--- src/rtl/hazard_stall_if.sv ---
// Interlock bundle between the hazard stall unit and the pipeline datapath.
// Data memory handshake: an access completes on the cycle dmem_req_EX_MEM and dmem_ready are both high; req high with ready low stalls the pipe.
interface hazard_stall_if #(
    parameter int CNT_W = 32
);
    logic [4:0]       reg_file_read_address_0_IF_ID;
    logic [4:0]       reg_file_read_address_1_IF_ID;
    logic             uses_rs1_IF_ID;
    logic             uses_rs2_IF_ID;
    logic             reg_file_write_ID_EXE;
    logic [4:0]       reg_file_write_address_ID_EXE;
    logic [1:0]       mux_0_sel_ID_EXE;
    logic             branch_taken_EXE;
    logic             dmem_req_EX_MEM;
    logic             dmem_ready;
    logic             pc_write;
    logic             if_id_write;
    logic             if_id_flush;
    logic             id_ex_flush;
    logic             pipe_hold;
    logic             mem_timeout_err;
    logic [CNT_W-1:0] stall_cycles;
    logic [CNT_W-1:0] flush_count;
    logic [1:0]       fsm_state;

    modport master (
        output reg_file_read_address_0_IF_ID, reg_file_read_address_1_IF_ID,
               uses_rs1_IF_ID, uses_rs2_IF_ID, reg_file_write_ID_EXE,
               reg_file_write_address_ID_EXE, mux_0_sel_ID_EXE, branch_taken_EXE,
               dmem_req_EX_MEM, dmem_ready,
        input  pc_write, if_id_write, if_id_flush, id_ex_flush, pipe_hold,
               mem_timeout_err, stall_cycles, flush_count, fsm_state
    );

    modport slave (
        input  reg_file_read_address_0_IF_ID, reg_file_read_address_1_IF_ID,
               uses_rs1_IF_ID, uses_rs2_IF_ID, reg_file_write_ID_EXE,
               reg_file_write_address_ID_EXE, mux_0_sel_ID_EXE, branch_taken_EXE,
               dmem_req_EX_MEM, dmem_ready,
        output pc_write, if_id_write, if_id_flush, id_ex_flush, pipe_hold,
               mem_timeout_err, stall_cycles, flush_count, fsm_state
    );
endinterface

--- src/rtl/hazard_stall_unit.sv ---
// Pipeline interlock: load-use bubbles, branch flushes, memory-wait freeze and timeout trap.
// Optional perf counters enabled by defining HAZARD_PERF_CNT_EN.
module hazard_stall_unit #(
    parameter int MEM_TIMEOUT = 15,
    parameter int CNT_W       = 32
) (
    input logic           clk,
    input logic           rst_n,
    hazard_stall_if.slave hs
);
    localparam int WAIT_W = (MEM_TIMEOUT < 1) ? 1 : $clog2(MEM_TIMEOUT + 1);
    // With the timeout disabled the counter just saturates at all-ones.
    localparam logic [WAIT_W-1:0] WAIT_LIMIT = (MEM_TIMEOUT == 0) ? {WAIT_W{1'b1}} : WAIT_W'(MEM_TIMEOUT);
    localparam bit TIMEOUT_EN = (MEM_TIMEOUT != 0);

    typedef enum logic [1:0] {
        ST_RUN      = 2'd0,
        ST_MEM_WAIT = 2'd1,
        ST_TRAP     = 2'd2
    } state_t;

    state_t            state;
    logic [WAIT_W-1:0] wait_cnt;

    logic load_use;
    logic mem_stall;
    logic hold_now;
    logic pc_write, if_id_write, if_id_flush, id_ex_flush, pipe_hold;

    always_comb begin
        load_use = hs.reg_file_write_ID_EXE && (hs.mux_0_sel_ID_EXE == 2'b01) &&
                   (hs.reg_file_write_address_ID_EXE != 5'd0) &&
                   ((hs.uses_rs1_IF_ID && (hs.reg_file_read_address_0_IF_ID == hs.reg_file_write_address_ID_EXE)) ||
                    (hs.uses_rs2_IF_ID && (hs.reg_file_read_address_1_IF_ID == hs.reg_file_write_address_ID_EXE)));
        mem_stall = hs.dmem_req_EX_MEM && !hs.dmem_ready;
        hold_now  = ((state == ST_RUN) && mem_stall) ||
                    ((state == ST_MEM_WAIT) && !hs.dmem_ready) ||
                    (state == ST_TRAP);
    end

    always_comb begin
        pc_write    = 1'b1;
        if_id_write = 1'b1;
        if_id_flush = 1'b0;
        id_ex_flush = 1'b0;
        pipe_hold   = 1'b0;
        if (!rst_n) begin
            pc_write    = 1'b0;
            if_id_write = 1'b0;
            if_id_flush = 1'b1;
            id_ex_flush = 1'b1;
        end else if (hold_now) begin
            pc_write    = 1'b0;
            if_id_write = 1'b0;
            pipe_hold   = 1'b1;
        end else if (hs.branch_taken_EXE) begin
            // The load-use victim is squashed by the flush, so no bubble is needed.
            if_id_flush = 1'b1;
            id_ex_flush = 1'b1;
        end else if (load_use) begin
            pc_write    = 1'b0;
            if_id_write = 1'b0;
            id_ex_flush = 1'b1;
        end
    end

    always_ff @(posedge clk or negedge rst_n) begin
        if (!rst_n) begin
            state    <= ST_RUN;
            wait_cnt <= '0;
        end else begin
            case (state)
                ST_RUN: begin
                    if (mem_stall) begin
                        state    <= ST_MEM_WAIT;
                        wait_cnt <= WAIT_W'(1);
                    end
                end
                ST_MEM_WAIT: begin
                    if (!hs.dmem_ready) begin
                        if (TIMEOUT_EN && (wait_cnt == WAIT_LIMIT)) begin
                            state <= ST_TRAP;
                        end else if (wait_cnt != WAIT_LIMIT) begin
                            wait_cnt <= wait_cnt + 1'b1;
                        end
                    end else begin
                        state    <= ST_RUN;
                        wait_cnt <= '0;
                    end
                end
                ST_TRAP: state <= ST_TRAP;
                default: state <= ST_RUN;
            endcase
        end
    end

    assign hs.pc_write        = pc_write;
    assign hs.if_id_write     = if_id_write;
    assign hs.if_id_flush     = if_id_flush;
    assign hs.id_ex_flush     = id_ex_flush;
    assign hs.pipe_hold       = pipe_hold;
    assign hs.mem_timeout_err = (state == ST_TRAP);
    assign hs.fsm_state       = state;

`ifdef HAZARD_PERF_CNT_EN
    logic [CNT_W-1:0] stall_q;
    logic [CNT_W-1:0] flush_q;

    always_ff @(posedge clk or negedge rst_n) begin
        if (!rst_n) begin
            stall_q <= '0;
            flush_q <= '0;
        end else begin
            if (!pc_write && (stall_q != {CNT_W{1'b1}})) stall_q <= stall_q + 1'b1;
            if (if_id_flush && (flush_q != {CNT_W{1'b1}})) flush_q <= flush_q + 1'b1;
        end
    end

    assign hs.stall_cycles = stall_q;
    assign hs.flush_count  = flush_q;
`else
    assign hs.stall_cycles = '0;
    assign hs.flush_count  = '0;
`endif
endmodule

--- src/flat_wrapper.sv ---
// flat-port wrapper written by rule: the top's interface ports become plain ports
module hazard_stall_unit_flat 
#(
    parameter int MEM_TIMEOUT = 15,
    parameter int CNT_W       = 32
)
  (clk, rst_n, hs_reg_file_read_address_0_IF_ID, hs_reg_file_read_address_1_IF_ID, hs_uses_rs1_IF_ID, hs_uses_rs2_IF_ID, hs_reg_file_write_ID_EXE, hs_reg_file_write_address_ID_EXE, hs_mux_0_sel_ID_EXE, hs_branch_taken_EXE, hs_dmem_req_EX_MEM, hs_dmem_ready, hs_pc_write, hs_if_id_write, hs_if_id_flush, hs_id_ex_flush, hs_pipe_hold, hs_mem_timeout_err, hs_stall_cycles, hs_flush_count, hs_fsm_state);
  hazard_stall_if #(.CNT_W(CNT_W)) hs_i ();
  input logic clk;
  input logic rst_n;
  input wire logic [$bits(hs_i.reg_file_read_address_0_IF_ID)-1:0] hs_reg_file_read_address_0_IF_ID;
  input wire logic [$bits(hs_i.reg_file_read_address_1_IF_ID)-1:0] hs_reg_file_read_address_1_IF_ID;
  input wire logic [$bits(hs_i.uses_rs1_IF_ID)-1:0] hs_uses_rs1_IF_ID;
  input wire logic [$bits(hs_i.uses_rs2_IF_ID)-1:0] hs_uses_rs2_IF_ID;
  input wire logic [$bits(hs_i.reg_file_write_ID_EXE)-1:0] hs_reg_file_write_ID_EXE;
  input wire logic [$bits(hs_i.reg_file_write_address_ID_EXE)-1:0] hs_reg_file_write_address_ID_EXE;
  input wire logic [$bits(hs_i.mux_0_sel_ID_EXE)-1:0] hs_mux_0_sel_ID_EXE;
  input wire logic [$bits(hs_i.branch_taken_EXE)-1:0] hs_branch_taken_EXE;
  input wire logic [$bits(hs_i.dmem_req_EX_MEM)-1:0] hs_dmem_req_EX_MEM;
  input wire logic [$bits(hs_i.dmem_ready)-1:0] hs_dmem_ready;
  output wire logic [$bits(hs_i.pc_write)-1:0] hs_pc_write;
  output wire logic [$bits(hs_i.if_id_write)-1:0] hs_if_id_write;
  output wire logic [$bits(hs_i.if_id_flush)-1:0] hs_if_id_flush;
  output wire logic [$bits(hs_i.id_ex_flush)-1:0] hs_id_ex_flush;
  output wire logic [$bits(hs_i.pipe_hold)-1:0] hs_pipe_hold;
  output wire logic [$bits(hs_i.mem_timeout_err)-1:0] hs_mem_timeout_err;
  output wire logic [$bits(hs_i.stall_cycles)-1:0] hs_stall_cycles;
  output wire logic [$bits(hs_i.flush_count)-1:0] hs_flush_count;
  output wire logic [$bits(hs_i.fsm_state)-1:0] hs_fsm_state;
  assign hs_i.reg_file_read_address_0_IF_ID = hs_reg_file_read_address_0_IF_ID;
  assign hs_i.reg_file_read_address_1_IF_ID = hs_reg_file_read_address_1_IF_ID;
  assign hs_i.uses_rs1_IF_ID = hs_uses_rs1_IF_ID;
  assign hs_i.uses_rs2_IF_ID = hs_uses_rs2_IF_ID;
  assign hs_i.reg_file_write_ID_EXE = hs_reg_file_write_ID_EXE;
  assign hs_i.reg_file_write_address_ID_EXE = hs_reg_file_write_address_ID_EXE;
  assign hs_i.mux_0_sel_ID_EXE = hs_mux_0_sel_ID_EXE;
  assign hs_i.branch_taken_EXE = hs_branch_taken_EXE;
  assign hs_i.dmem_req_EX_MEM = hs_dmem_req_EX_MEM;
  assign hs_i.dmem_ready = hs_dmem_ready;
  assign hs_pc_write = hs_i.pc_write;
  assign hs_if_id_write = hs_i.if_id_write;
  assign hs_if_id_flush = hs_i.if_id_flush;
  assign hs_id_ex_flush = hs_i.id_ex_flush;
  assign hs_pipe_hold = hs_i.pipe_hold;
  assign hs_mem_timeout_err = hs_i.mem_timeout_err;
  assign hs_stall_cycles = hs_i.stall_cycles;
  assign hs_flush_count = hs_i.flush_count;
  assign hs_fsm_state = hs_i.fsm_state;
  hazard_stall_unit #(.MEM_TIMEOUT(MEM_TIMEOUT), .CNT_W(CNT_W)) u_core (.clk(clk), .rst_n(rst_n), .hs(hs_i));
endmodule
--- config.mk ---
export PLATFORM = sky130hd
export DESIGN_NAME = hazard_stall_unit_flat
export DESIGN_NICKNAME = d
export VERILOG_FILES = /design/src/rtl/hazard_stall_if.sv /design/src/rtl/hazard_stall_unit.sv /design/src/flat_wrapper.sv
export SDC_FILE = /design/constraint.sdc
export NUM_CORES = 1
export LEC_CHECK = 0
export BUFFER_PORTS_ARGS = -buffer_cell sky130_fd_sc_hd__clkbuf_2
export CORE_MARGIN = 4
export CORE_UTILIZATION = 40
export DETAILED_ROUTE_END_ITERATION = 7
export PLACE_DENSITY = 0.86
export SYNTH_ARGS = -nofsm -noshare
export SYNTH_HDL_FRONTEND = slang
export SYNTH_SLANG_ARGS = --single-unit
export TNS_END_PERCENT = 5
--- constraint.sdc ---
create_clock -name clk -period 3.8 [get_ports clk]
set_input_delay 0.19 -clock clk [delete_from_list [all_inputs] [get_ports clk]]
set_output_delay 0.19 -clock clk [all_outputs]
set_load 0.005 [all_outputs]
# Word level (Yosys, flattened, before mapping)
# Index checks and enable logic that the tools add are counted.
dict set report word_totals {
  reg_bits 6
  word_cells 53
}
dict set report classes {
  add_sub_neg 1
  n_eq_ne 11
  muxes 22
  reduce_logical 17
}
# cell n
set ops {}
lappend ops {{two-way mux 4 bit} 4}
lappend ops {{two-way mux 1 bit} 13}
lappend ops {{== test 5 bit} 2}
lappend ops {{!= test 3 bit, second input constant} 3}
lappend ops {{logical AND 1 bit} 8}
lappend ops {{case mux 4 bit (2 select lines)} 1}
lappend ops {{two-way mux 2 bit} 3}
lappend ops {{case mux 2 bit (3 select lines)} 1}
lappend ops {{nonzero test 5 bit} 1}
lappend ops {{adder 4 x 1 -> 4 bit, second input constant} 1}
lappend ops {{== test 2 x 1 -> 1 bit, second input constant} 2}
lappend ops {{== test 4 bit, second input constant} 1}
lappend ops {{!= test 4 bit, second input constant} 1}
lappend ops {{AND reduction 4 bit} 1}
lappend ops {{logical OR 1 bit} 3}
lappend ops {{== test 2 bit, second input constant} 1}
lappend ops {{zero test 2 bit} 1}
lappend ops {{!= test 2 x 1 -> 1 bit, second input constant} 1}
lappend ops {{AND reduction 2 bit} 1}
lappend ops {{nonzero test 2 bit} 1}
lappend ops {{zero test 1 bit} 1}

# Longest topological paths before layout
dict set report logic_depth {
  word_depth 8
  mapped_depth 5
}

# Least setup slack after synthesis
# OpenSTA, ideal clock, no wires.
dict set report synth_path {
  kind {register to register}
  startpoint {register u_core.wait_cnt[0]}
  endpoint {register u_core.wait_cnt[3]}
  setup_time_ns 0.087
  t_arrival_ns 1.364
  slack_ns 2.349
  stages_incl_launch_ff 6
  path_buffers 0
  cell_sequence {dfrtp_1 > ha_1 > nand4_1 > o221ai_2 > or3_1 > a22oi_1}
}
dict set report synth_via {
  elab_chain_cells 5
  elab_cells_between_ends 10
}
# element line
set synth_lines {}
lappend synth_lines {{from (decl)} hazard_stall_unit.sv:23} ;# logic [WAIT_W-1:0] wait_cnt;
lappend synth_lines {{from (signal assigned)} hazard_stall_unit.sv:84} ;# wait_cnt <= wait_cnt + 1'b1;
lappend synth_lines {{adder 4 x 1 -> 4 bit} hazard_stall_unit.sv:84}
lappend synth_lines {{two-way mux 4 bit} hazard_stall_unit.sv:83} ;# end else if (wait_cnt != WAIT_LIMIT) begin
lappend synth_lines {{two-way mux 4 bit} hazard_stall_unit.sv:81} ;# if (TIMEOUT_EN && (wait_cnt == WAIT_LIMIT)) begin
lappend synth_lines {{two-way mux 4 bit} hazard_stall_unit.sv:80} ;# if (!hs.dmem_ready) begin
lappend synth_lines {{case mux 4 bit (2 select lines)} hazard_stall_unit.sv:72} ;# case (state)
# Several ways; a longest one is shown, not always the timed one. The select of a mux whose other input is x is not followed.
# A chain may end at the register's enable or synchronous reset.

# Final worst setup path
dict set report layout_path {
  startpoint {register u_core.state[0], in the netlist u_core.hs.fsm_state[0]}
  endpoint {output hs_id_ex_flush}
}
dict set report layout_via {
  elab_chain_cells 6
  elab_cells_between_ends 9
}
# element line
set layout_lines {}
lappend layout_lines {{from (decl)} hazard_stall_unit.sv:22} ;# state_t state;
lappend layout_lines {{from (signal assigned)} hazard_stall_unit.sv:69} ;# state <= ST_RUN;
lappend layout_lines {{from (signal assigned)} hazard_stall_unit.sv:75} ;# state <= ST_MEM_WAIT;
lappend layout_lines {{from (signal assigned)} hazard_stall_unit.sv:82} ;# state <= ST_TRAP;
lappend layout_lines {{== test 2 x 1 -> 1 bit / zero test 2 bit (equally long branches)} {hazard_stall_unit.sv:37, hazard_stall_unit.sv:36}}
lappend layout_lines {{logical AND 1 bit, on equally long branches} {hazard_stall_unit.sv:37, hazard_stall_unit.sv:36}}
lappend layout_lines {{logical OR 1 bit} hazard_stall_unit.sv:36} ;# hold_now = ((state == ST_RUN) && mem_stall) ||
lappend layout_lines {{logical OR 1 bit *} hazard_stall_unit.sv:37} ;# ((state == ST_MEM_WAIT) && !hs.dmem_ready) ||
lappend layout_lines {{two-way mux 1 bit *} hazard_stall_unit.sv:52} ;# end else if (hold_now) begin
lappend layout_lines {{two-way mux 1 bit *} hazard_stall_unit.sv:47} ;# if (!rst_n) begin
lappend layout_lines {{to (decl)} flat_wrapper.sv:24} ;# output wire logic [$bits(hs_i.id_ex_flush)-1:0] hs_id_ex_flush;
# Mark *: on every way between the ends. The rest lies on a longest branch, timed or not.

==> reports/qor.csv <==
metric;value;unit
status;complete, no violations;
DR DRC count;0;
Yosys warning total;0;
RSZ-0062 raised after global routing;no;
worst vdd ir;0.145;mV
final hold violation count;0;
max_cap viols;0;
adder-cell share of the synthesized area;1.21;%
Reg-to-Reg Start;u_core.wait_cnt[0];
commonest cells after routing, fill and taps aside;conb_1 (64), clkbuf_2 (32), xor2_1 (9), dfrtp_1 (6), nor2_1 (4);
Placed Cells;182;
WP data required;3.61;ns
Nets;184;
Initial Utilization;41.8;%
CTS buffer count;3;
Netlist cell types;35;
First-pass DRT Iterations;4;
flop2flop setup slack;2.22;ns
most common cell after layout, fill and taps aside;conb_1;
Reg clk slew, reported paths;0.04;ns
Die Footprint;3470;µm²
CTS max path bufs;2;
CTS Sinks;6;
PortBufs;32;
mux cell area share after synthesis;1.09;%
layout cell share with drive strength beyond 1;27.6;%
CTS tree;yes;
cell count of the worst hold path;2;
1st-iter DRT viols;19;
largest family of logic cells by synthesized area;buffers and inverters;
Pwr Total;0.173;mW
fin cells;186;
root buffer cell;clkbuf_4;
Hold Path Class;input port to flop;
CTS Hold Buffers Added;1;
# setup viols final;0;
Seq/Total Area, Yosys;14.5;%
ys flop type;dfrtp_1;
Synth Instances;124;
GR Util All Layers;9.36;%
initial antenna violation count;0;
sw power;0.0538;mW
GP Congestion;0.719;
EDFF count, synth;0;
Placed Area;963;µm²
Synth Area in Compound Gates;11.5;%
Core Area;2480;µm²
Slew Viols, Final;0;
Critical Path Fanout Max;9;
hold path start;hs_dmem_ready;
Comb power frac;30.6;%
postcts setup bufs;0;
syn avg cell area;8.35;µm²
vias in the first global route;569;
# diodes;0;
Clk pwr share;32.2;%
final wirelength;1800;µm
Ports;97;
drt via density;3.91;
P_leak;0.577;nW
row cnt;18;
number of nets still failing antenna checks after routing;0;
WS Path Type;flop to primary output;
GRT overflow;0;
RR Endpoint;u_core.wait_cnt[3];
FILL cells;253;
CP max-delay cell;dfrtp_1;
setup_tns;0;ns
async set-or-reset flop fraction in the synthesized netlist;100;%
Final period util;48.0;%
Synth Cell Area;1040;µm²
Clk Latency, worst-skew pair;0.24;ns
Area Overhead vs Synth;-3.86;%
R2R cell count;5;
Vias;727;
hold worst-path end;u_core.hs.fsm_state[0];
Setup Skew;0.00238;ns
Worst EP arrival;1.63;ns
P_int;0.119;mW
Seq cells post-synth;6;
DR WL/cell;9.68;µm
first-pass GRT wire length;2520;µm
PwrDens;173;nW/µm²
share of power burned in registers;37.2;%
hpwl dp;1640;µm
post-route cell area;996;µm²
startpoint class of the critical path;flop;
Crit. End Element;primary output;
Synth Area in XOR/XNOR;9.30;%
largest net degree at the start of global routing;10;
DIE HEIGHT;58.9;µm
critical path, cell by cell;nor2_1 -> o31a_2 -> a21boi_0 -> o31ai_1 -> clkbuf_2;
post-CTS resize count;0;
H-tree depth;1;
final core occ;40.2;%
post-layout min period;1.82;ns
die width;58.9;µm
Crit path largest cell delay;0.47;ns
Fmax achieved;549;MHz
Synth Area in Simple Gates;12.1;%
sw frac;31.1;%
-- power by group through the flow --
stage	Sequential [mW]	Clock (mW)	Combinational (mW)
2_1_floorplan	0.0651	0	0.0784
3_3_place_gp	0.0651	0	0.0490
3_5_place_dp	0.0651	0	0.0500
4_1_cts	0.0641	0.0595	0.0511
5_1_grt	0.0640	0.0639	0.0604
6_report	0.0642	0.0556	0.0529
-- synthesized netlist by cell type, types with 2 or more instances --
library cell	count	area [µm²]
nand2_1	3	11.3
o31ai_1	2	15.0
xor2_1	9	78.8
dfrtp_1	6	150
o21ai_0	3	15.0
nor2_1	4	15.0
xnor2_1	2	17.5
inv_1	3	11.3
buf_4	66	495
-- cell families after synthesis --
kind of cell               count (synthesis)
muxes                                      1
AOI/OAI and AO/OA                         14
DFF                                        6
other                                      1
buffers and inverters                     70
adders and majority gates                  1
and+or+nand+nor                           20
xor gates and xnor gates                  11
-- worst max-delay path: cells and delay by family, from the launching register on --
family,cells,cell delay [ns]
AO/OA/AOI/OAI,3,0.68
buffers and inverters,1,0.13
flip-flops,1,0.47
AND/OR/NAND/NOR,1,0.12
-- per-stage QoR --
stage | setup slack (ns) | hold WS (ns)
6_report | 1.98 | 0.313
5_1_grt | 1.79 | 0.316
4_1_cts | 1.96 | 0.299
3_5_place_dp | 2.19 | 0.0389
3_3_place_gp | 2.20 | 0.0379
2_1_floorplan | 2.35 | -0.106
-- worst max-delay path by stage --
stage	startpoint	end	slack, ns	depth (start not counted)
6_report	u_core.hs.fsm_state[0]	hs_id_ex_flush	1.98	5
5_1_grt	u_core.hs.fsm_state[0]	hs_id_ex_flush	1.79	5
4_1_cts	u_core.hs.fsm_state[0]	hs_id_ex_flush	1.96	5
3_5_place_dp	hs_reg_file_write_address_ID_EXE[0]	hs_pc_write	2.19	5
3_3_place_gp	hs_reg_file_write_address_ID_EXE[0]	hs_if_id_write	2.20	5
2_1_floorplan	u_core.wait_cnt[0]	u_core.wait_cnt[3]	2.35	5
-- flip-flops by register name, summed over array words and instances, names as in the netlist --
| register | cells |
|---|---|
| u_core.wait_cnt | 4 |
| u_core.hs.fsm_state | 2 |
-- routing by layer --
metal	wire length, µm	share of wire, %	GRT usage, %
met2	958	53	15.0
met3	208	12	1.97
met1	633	35	12.1
met5	0	0	0
met4	0	0	3.88
-- layout make-up --
type,count,area [µm²],area share [%]
multi-input combinational,111,604,60.7
timing repair buffer,33,170,17.1
sequential,6,150,15.1
tap,30,37.5,3.77
clock buffer,3,22.5,2.26
inverter,3,11.3,1.13
Note: power is estimated with default switching activity, not from simulation.
